$ cat src/rtl/serial_adder_pkg.sv
// ============================================================================
// Module      : serial_adder_pkg
// Description : Shared types and constants for the bit-serial adder controller.
// Revision    : 1.0 - initial release
// ============================================================================
`default_nettype none

package serial_adder_pkg;

    localparam int DEFAULT_WIDTH = 8;

    typedef enum logic [1:0] {
        IDLE  = 2'd0,
        SHIFT = 2'd1,
        DONE  = 2'd2
    } state_t;

    // Bit counter width; never narrower than one bit.
    function automatic int cnt_width(input int w);
        return (w <= 2) ? 1 : $clog2(w);
    endfunction

endpackage

`default_nettype wire

$ cat src/rtl/fulladder1.sv
// ============================================================================
// Module      : fulladder1
// Description : Combinational 1-bit full-adder cell.
// Revision    : 1.0 - initial release
// ============================================================================
`default_nettype none

module fulladder1 (
    output logic sum,
    output logic cout,
    input  logic a,
    input  logic b,
    input  logic cin
);

    assign sum  = a ^ b ^ cin;
    assign cout = (a & b) | (a & cin) | (b & cin);

endmodule

`default_nettype wire

$ cat src/rtl/serial_adder_ctrl.sv
// ============================================================================
// Module      : serial_adder_ctrl
// Description : Bit-serial adder sequencing one full-adder cell LSB first.
//               Optional subtract mode when SERIAL_ADDER_SUB_EN is defined.
// Revision    : 1.0 - initial release
// ============================================================================
`default_nettype none

module serial_adder_ctrl
    import serial_adder_pkg::*;
#(
    parameter int WIDTH = DEFAULT_WIDTH
) (
    input  logic             clk,
    input  logic             rst_n,
    input  logic             start,
    input  logic [WIDTH-1:0] a,
    input  logic [WIDTH-1:0] b,
    input  logic             cin,
`ifdef SERIAL_ADDER_SUB_EN
    input  logic             sub,
`endif
    output logic             busy,
    output logic             done,
    output logic [WIDTH-1:0] sum,
    output logic             cout
);

    localparam int               CNT_W      = cnt_width(WIDTH);
    localparam logic [CNT_W-1:0] c_last_cnt = CNT_W'(WIDTH - 1);

    state_t           r_state;
    state_t           w_next;
    logic [WIDTH-1:0] r_a_sh;
    logic [WIDTH-1:0] r_b_sh;
    logic [WIDTH-1:0] r_sum_sh;
    logic             r_carry;
    logic [CNT_W-1:0] r_cnt;
    logic [WIDTH-1:0] r_sum;
    logic             r_cout;

    logic             w_cell_sum;
    logic             w_cell_cout;
    logic             w_last;
    logic [WIDTH-1:0] w_b_load;
    logic             w_c_load;
    logic [WIDTH-1:0] w_sum_next;

`ifdef SERIAL_ADDER_SUB_EN
    // a - b computed as a + ~b + 1; cin is ignored when subtracting.
    assign w_b_load = sub ? ~b : b;
    assign w_c_load = sub ? 1'b1 : cin;
`else
    assign w_b_load = b;
    assign w_c_load = cin;
`endif

    fulladder1 u_cell (
        .sum  (w_cell_sum),
        .cout (w_cell_cout),
        .a    (r_a_sh[0]),
        .b    (r_b_sh[0]),
        .cin  (r_carry)
    );

    assign w_last     = (r_cnt == c_last_cnt);
    assign w_sum_next = {w_cell_sum, r_sum_sh[WIDTH-1:1]};

    always_ff @(posedge clk or negedge rst_n) begin
        if (!rst_n) begin
            r_state <= IDLE;
        end else begin
            r_state <= w_next;
        end
    end

    always_comb begin
        w_next = r_state;
        busy   = 1'b0;
        done   = 1'b0;
        case (r_state)
            IDLE: begin
                if (start) begin
                    w_next = SHIFT;
                end
            end
            SHIFT: begin
                busy = 1'b1;
                if (w_last) begin
                    w_next = DONE;
                end
            end
            DONE: begin
                busy   = 1'b1;
                done   = 1'b1;
                w_next = IDLE;
            end
            default: w_next = IDLE;
        endcase
    end

    // Result registers are loaded on the final shift edge so that sum and
    // cout are already valid while done is high.
    always_ff @(posedge clk or negedge rst_n) begin
        if (!rst_n) begin
            r_a_sh   <= '0;
            r_b_sh   <= '0;
            r_sum_sh <= '0;
            r_carry  <= 1'b0;
            r_cnt    <= '0;
            r_sum    <= '0;
            r_cout   <= 1'b0;
        end else begin
            case (r_state)
                IDLE: begin
                    if (start) begin
                        r_a_sh  <= a;
                        r_b_sh  <= w_b_load;
                        r_carry <= w_c_load;
                        r_cnt   <= '0;
                    end
                end
                SHIFT: begin
                    r_a_sh   <= r_a_sh >> 1;
                    r_b_sh   <= r_b_sh >> 1;
                    r_sum_sh <= w_sum_next;
                    r_carry  <= w_cell_cout;
                    if (w_last) begin
                        r_sum  <= w_sum_next;
                        r_cout <= w_cell_cout;
                    end else begin
                        r_cnt <= r_cnt + 1'b1;
                    end
                end
                default: ;
            endcase
        end
    end

    assign sum  = r_sum;
    assign cout = r_cout;

endmodule

`default_nettype wire

$ cat config.mk
export PLATFORM = sky130hd
export DESIGN_NAME = serial_adder_ctrl
export DESIGN_NICKNAME = d
export VERILOG_FILES = /design/src/rtl/serial_adder_pkg.sv /design/src/rtl/fulladder1.sv /design/src/rtl/serial_adder_ctrl.sv
export SDC_FILE = /design/constraint.sdc
export NUM_CORES = 1
export LEC_CHECK = 0
export BUFFER_PORTS_ARGS = -buffer_cell sky130_fd_sc_hd__buf_2
export CAP_MARGIN = 20
export CORE_ASPECT_RATIO = 0.9
export CORE_UTILIZATION = 45
export CTS_CLUSTER_SIZE = 24
export DETAILED_ROUTE_END_ITERATION = 10
export GPL_TIMING_DRIVEN = 0
export PLACE_DENSITY = 0.64
export SETUP_SLACK_MARGIN = 0.2
export SLEW_MARGIN = 20
export SYNTH_ARGS = -nofsm -noshare
export SYNTH_HDL_FRONTEND = slang
export SYNTH_SLANG_ARGS = --single-unit
export TNS_END_PERCENT = 50
$ cat constraint.sdc
create_clock -name clk -period 1.95 [get_ports clk]
set_input_delay 0.39 -clock clk [delete_from_list [all_inputs] [get_ports clk]]
set_output_delay 0.39 -clock clk [all_outputs]
set_load 0.05 [all_outputs]
==> results by group <==
Setup path
  – CP max stage cell: dfrtp_1
  – Crit end category: primary output
  – Crit path DAT: 1.34 ns
  – Critical path startpoint category: flip-flop
  – Critical Path RT: 1.56 ns
  – CP startpoint: r_state[0]
  – Max incr delay on CP: 0.39 ns
  – Critical path buffers and inverters: 2
  – CP Max Fanout: 4
  – Cells along the critical path: inv_1, ha_2, buf_2
  – Cell depth of the worst setup path: 3
  – Critical path type: flip-flop to primary output
  – Reg-to-reg startpoint: r_state[1]
  – Worst R2R Path Depth: 6
  – CP delay by family, top: flip-flops

STA
  – Worst-margin pin slew: 0.806 ns
  – Worst hold slack: 0.189 ns
  – # setup viols final: 0
  – Final min period: 1.73 ns
  – Slew headroom: 0.463
  – Clock skew: 0.00929 ns
  – Final hold vios: 0
  – Slew Limit Fails: 0
  – FMAX: 578 MHz
  – RSZ-0062 raised after global routing: true
  – Setup tns final: 0 ns
  – Fin crit share: 0.887

Die
  – CORE AREA: 3730 um2
  – Initial Utilization: 0.470
  – Die Y: 61.2 um
  – Rows: 21
  – Die ar.: 4150 um2
  – Die extent in x: 67.8 um
  – Ports: 31

Clocking
  – CTS max path bufs: 2
  – Sinks on Clock Net: 38
  – Num CTS Buffers: 5
  – H-tree depth: 2
  – CTS clk-pin slew, worst paths: 0.07 ns
  – Hold_buf cts: 0
  – CTS root buffer: clkbuf_8
  – Worst-skew pair later-pin latency: 0.29 ns
  – CTS tree: done

Detailed routing
  – DR top layer: met4
  – Vias: 1133
  – Met3 wire len: 149 um
  – Drt drc: 0
  – Met2 wire length: 1370 um
  – ANT nets after route: 0
  – Total routed wirelength: 2920 um
  – WL/cell: 13.0 um
  – First-pass DRT Iterations: 4
  – M1 WL: 1350 um
  – DR vias/cell: 5.04
  – 1st-iter DRT viols: 30

Global routing
  – Congestion Overflow GR: 0
  – Initial antenna violation count: 0
  – All-Layer GR Usage: 0.170
  – Largest net degree at the start of global routing: 39
  – First-pass GRT wire length: 5040 um
  – Vias in the first global route: 1151

Placed design
  – RePlAce Congestion: 0.668
  – I/O Buffers: 30
  – Final HPWL DP: 2090 um

Synth
  – Top cells by area, synth: dfrtp_1 54%, mux2_2 11%, mux2i_1 9.7%, ha_1 5.0%, o21ai_0 4.3%
  – Seq/Total Area, Yosys: 0.542
  – Dominant cell type by area after synthesis: dfrtp_1
  – Synth Register Bits: 38
  – Syn Nets: 168
  – Synthesized area: 1750 um2
  – Syn_area_per_cell: 12.5 um2
  – Post-synthesis cell type count: 22
  – Mapped Cells: 140
  – Synth top area share: 0.542
  – Yosys warning count: 0

Flow run
  – Max-cap violations: 0

Power and ir drop
  – PwrDens: 1720 nW/um2
  – Maximum vdd drop: 819 uV
  – Pleak: 0.00106 uW

Hold path
  – Worst Hold Class: input port to async pin

Status
  – Run status: finished, final reports clean

Finish
  – Area growth from synthesis to layout: 18.9%
  – Layout Nets: 206
  – Share of layout cells above drive strength 1: 0.374
  – # diodes: 0
[power by group]
part,internal [uW],switching [uW],total (uW)
sequential,1140,197,1340
clock,382,253,635
combinational,709,903,1610
total,2230,1350,3580
[registers in the layout, indices dropped and copies added, names as in the netlist]
name,cells
r_a_sh,8
r_b_sh,8
sum,8
r_sum_sh,7
r_cnt,3
r_state,2
cout,1
r_carry,1
[cells in the mapped netlist]
| master | count |
|---|---|
| clkbuf_2 | 1 |
| o21ai_1 | 3 |
| dfrtp_1 | 38 |
| nand2_1 | 19 |
| o21a_1 | 1 |
| ha_1 | 7 |
| nand2b_1 | 2 |
| mux2_4 | 1 |
| mux2i_4 | 1 |
| a21oi_1 | 1 |
| buf_4 | 2 |
| nor2b_1 | 1 |
| o21ai_0 | 15 |
| nor2_1 | 1 |
| a211oi_4 | 1 |
| fa_1 | 1 |
| nor2b_4 | 1 |
| inv_1 | 5 |
| nand2_2 | 1 |
| buf_2 | 4 |
| mux2_2 | 17 |
| mux2i_1 | 17 |
[worst paths after layout]
path	end	slack (ns)
setup / recovery	busy	0.22
hold / removal	r_state[0]	0.19
setup reg to reg	r_cnt[0]	0.26
hold reg to reg	r_a_sh[1]	0.49
max in group asynchronous	r_carry	1.24
min in group clk	r_b_sh[7]	0.36
[timing repair]
action | 4_1_cts | 5_1_grt
endpoints found under the setup margin | 0 | 19
buffers inserted | 0 | 1
resized for setup | 0 | 4
[stage by stage]
step / instances / util / area [um2] / worst slack [ns] / power [uW]
finish: 225 / 0.559 / 2080 / 0.219 / 3580
global route: 225 / 0.559 / 2080 / 0.161 / 3860
CTS: 224 / 0.554 / 2070 / 0.245 / 3590
detailed placement: 216 / 0.525 / 1960 / 0.266 / 2940
global placement: 216 / 0.525 / 1960 / 0.313 / 2890
floorplan: 140 / - / 1750 / 0.388 / 2600
[final cells by class]
class / count / area [um2]
Buffer: 7 / 47.5
Clock buffer: 7 / 76.3
Clock inverter: 1 / 30.0
Fill cell: 339 / 1650
Inverter: 5 / 18.8
Multi-Input combinational cell: 90 / 746
Sequential cell: 38 / 951
Tap cell: 46 / 57.6
Timing Repair Buffer: 31 / 158
[cell usage in the layout, fill, tap and decap left out, types with 5 or more instances in the layout]
cell	instances
buf_2	31
clkbuf_8	5
dfrtp_1	38
ha_1	6
inv_1	5
mux2_2	17
mux2i_1	17
nand2_1	19
o21ai_0	15
[kinds of logic after synthesis]
kind of cell               Yosys count  synth area share
buffers and inverters               12            0.0335
muxes                               36             0.228
AOI/OAI and AO/OA                   21            0.0699
adders and majority gates            8            0.0614
and+or+nand+nor                     25            0.0650
DFF                                 38             0.542
[per-layer routing]
| layer | up-vias | GRT usage |
|---|---|---|
| met5 | - | 0 |
| met4 | 0 | 0.0833 |
| met3 | 6 | 0.0556 |
| met2 | 22 | 0.270 |
| met1 | 556 | 0.211 |
| li1 | 549 | - |
Note: power is estimated with default switching activity, not from simulation.
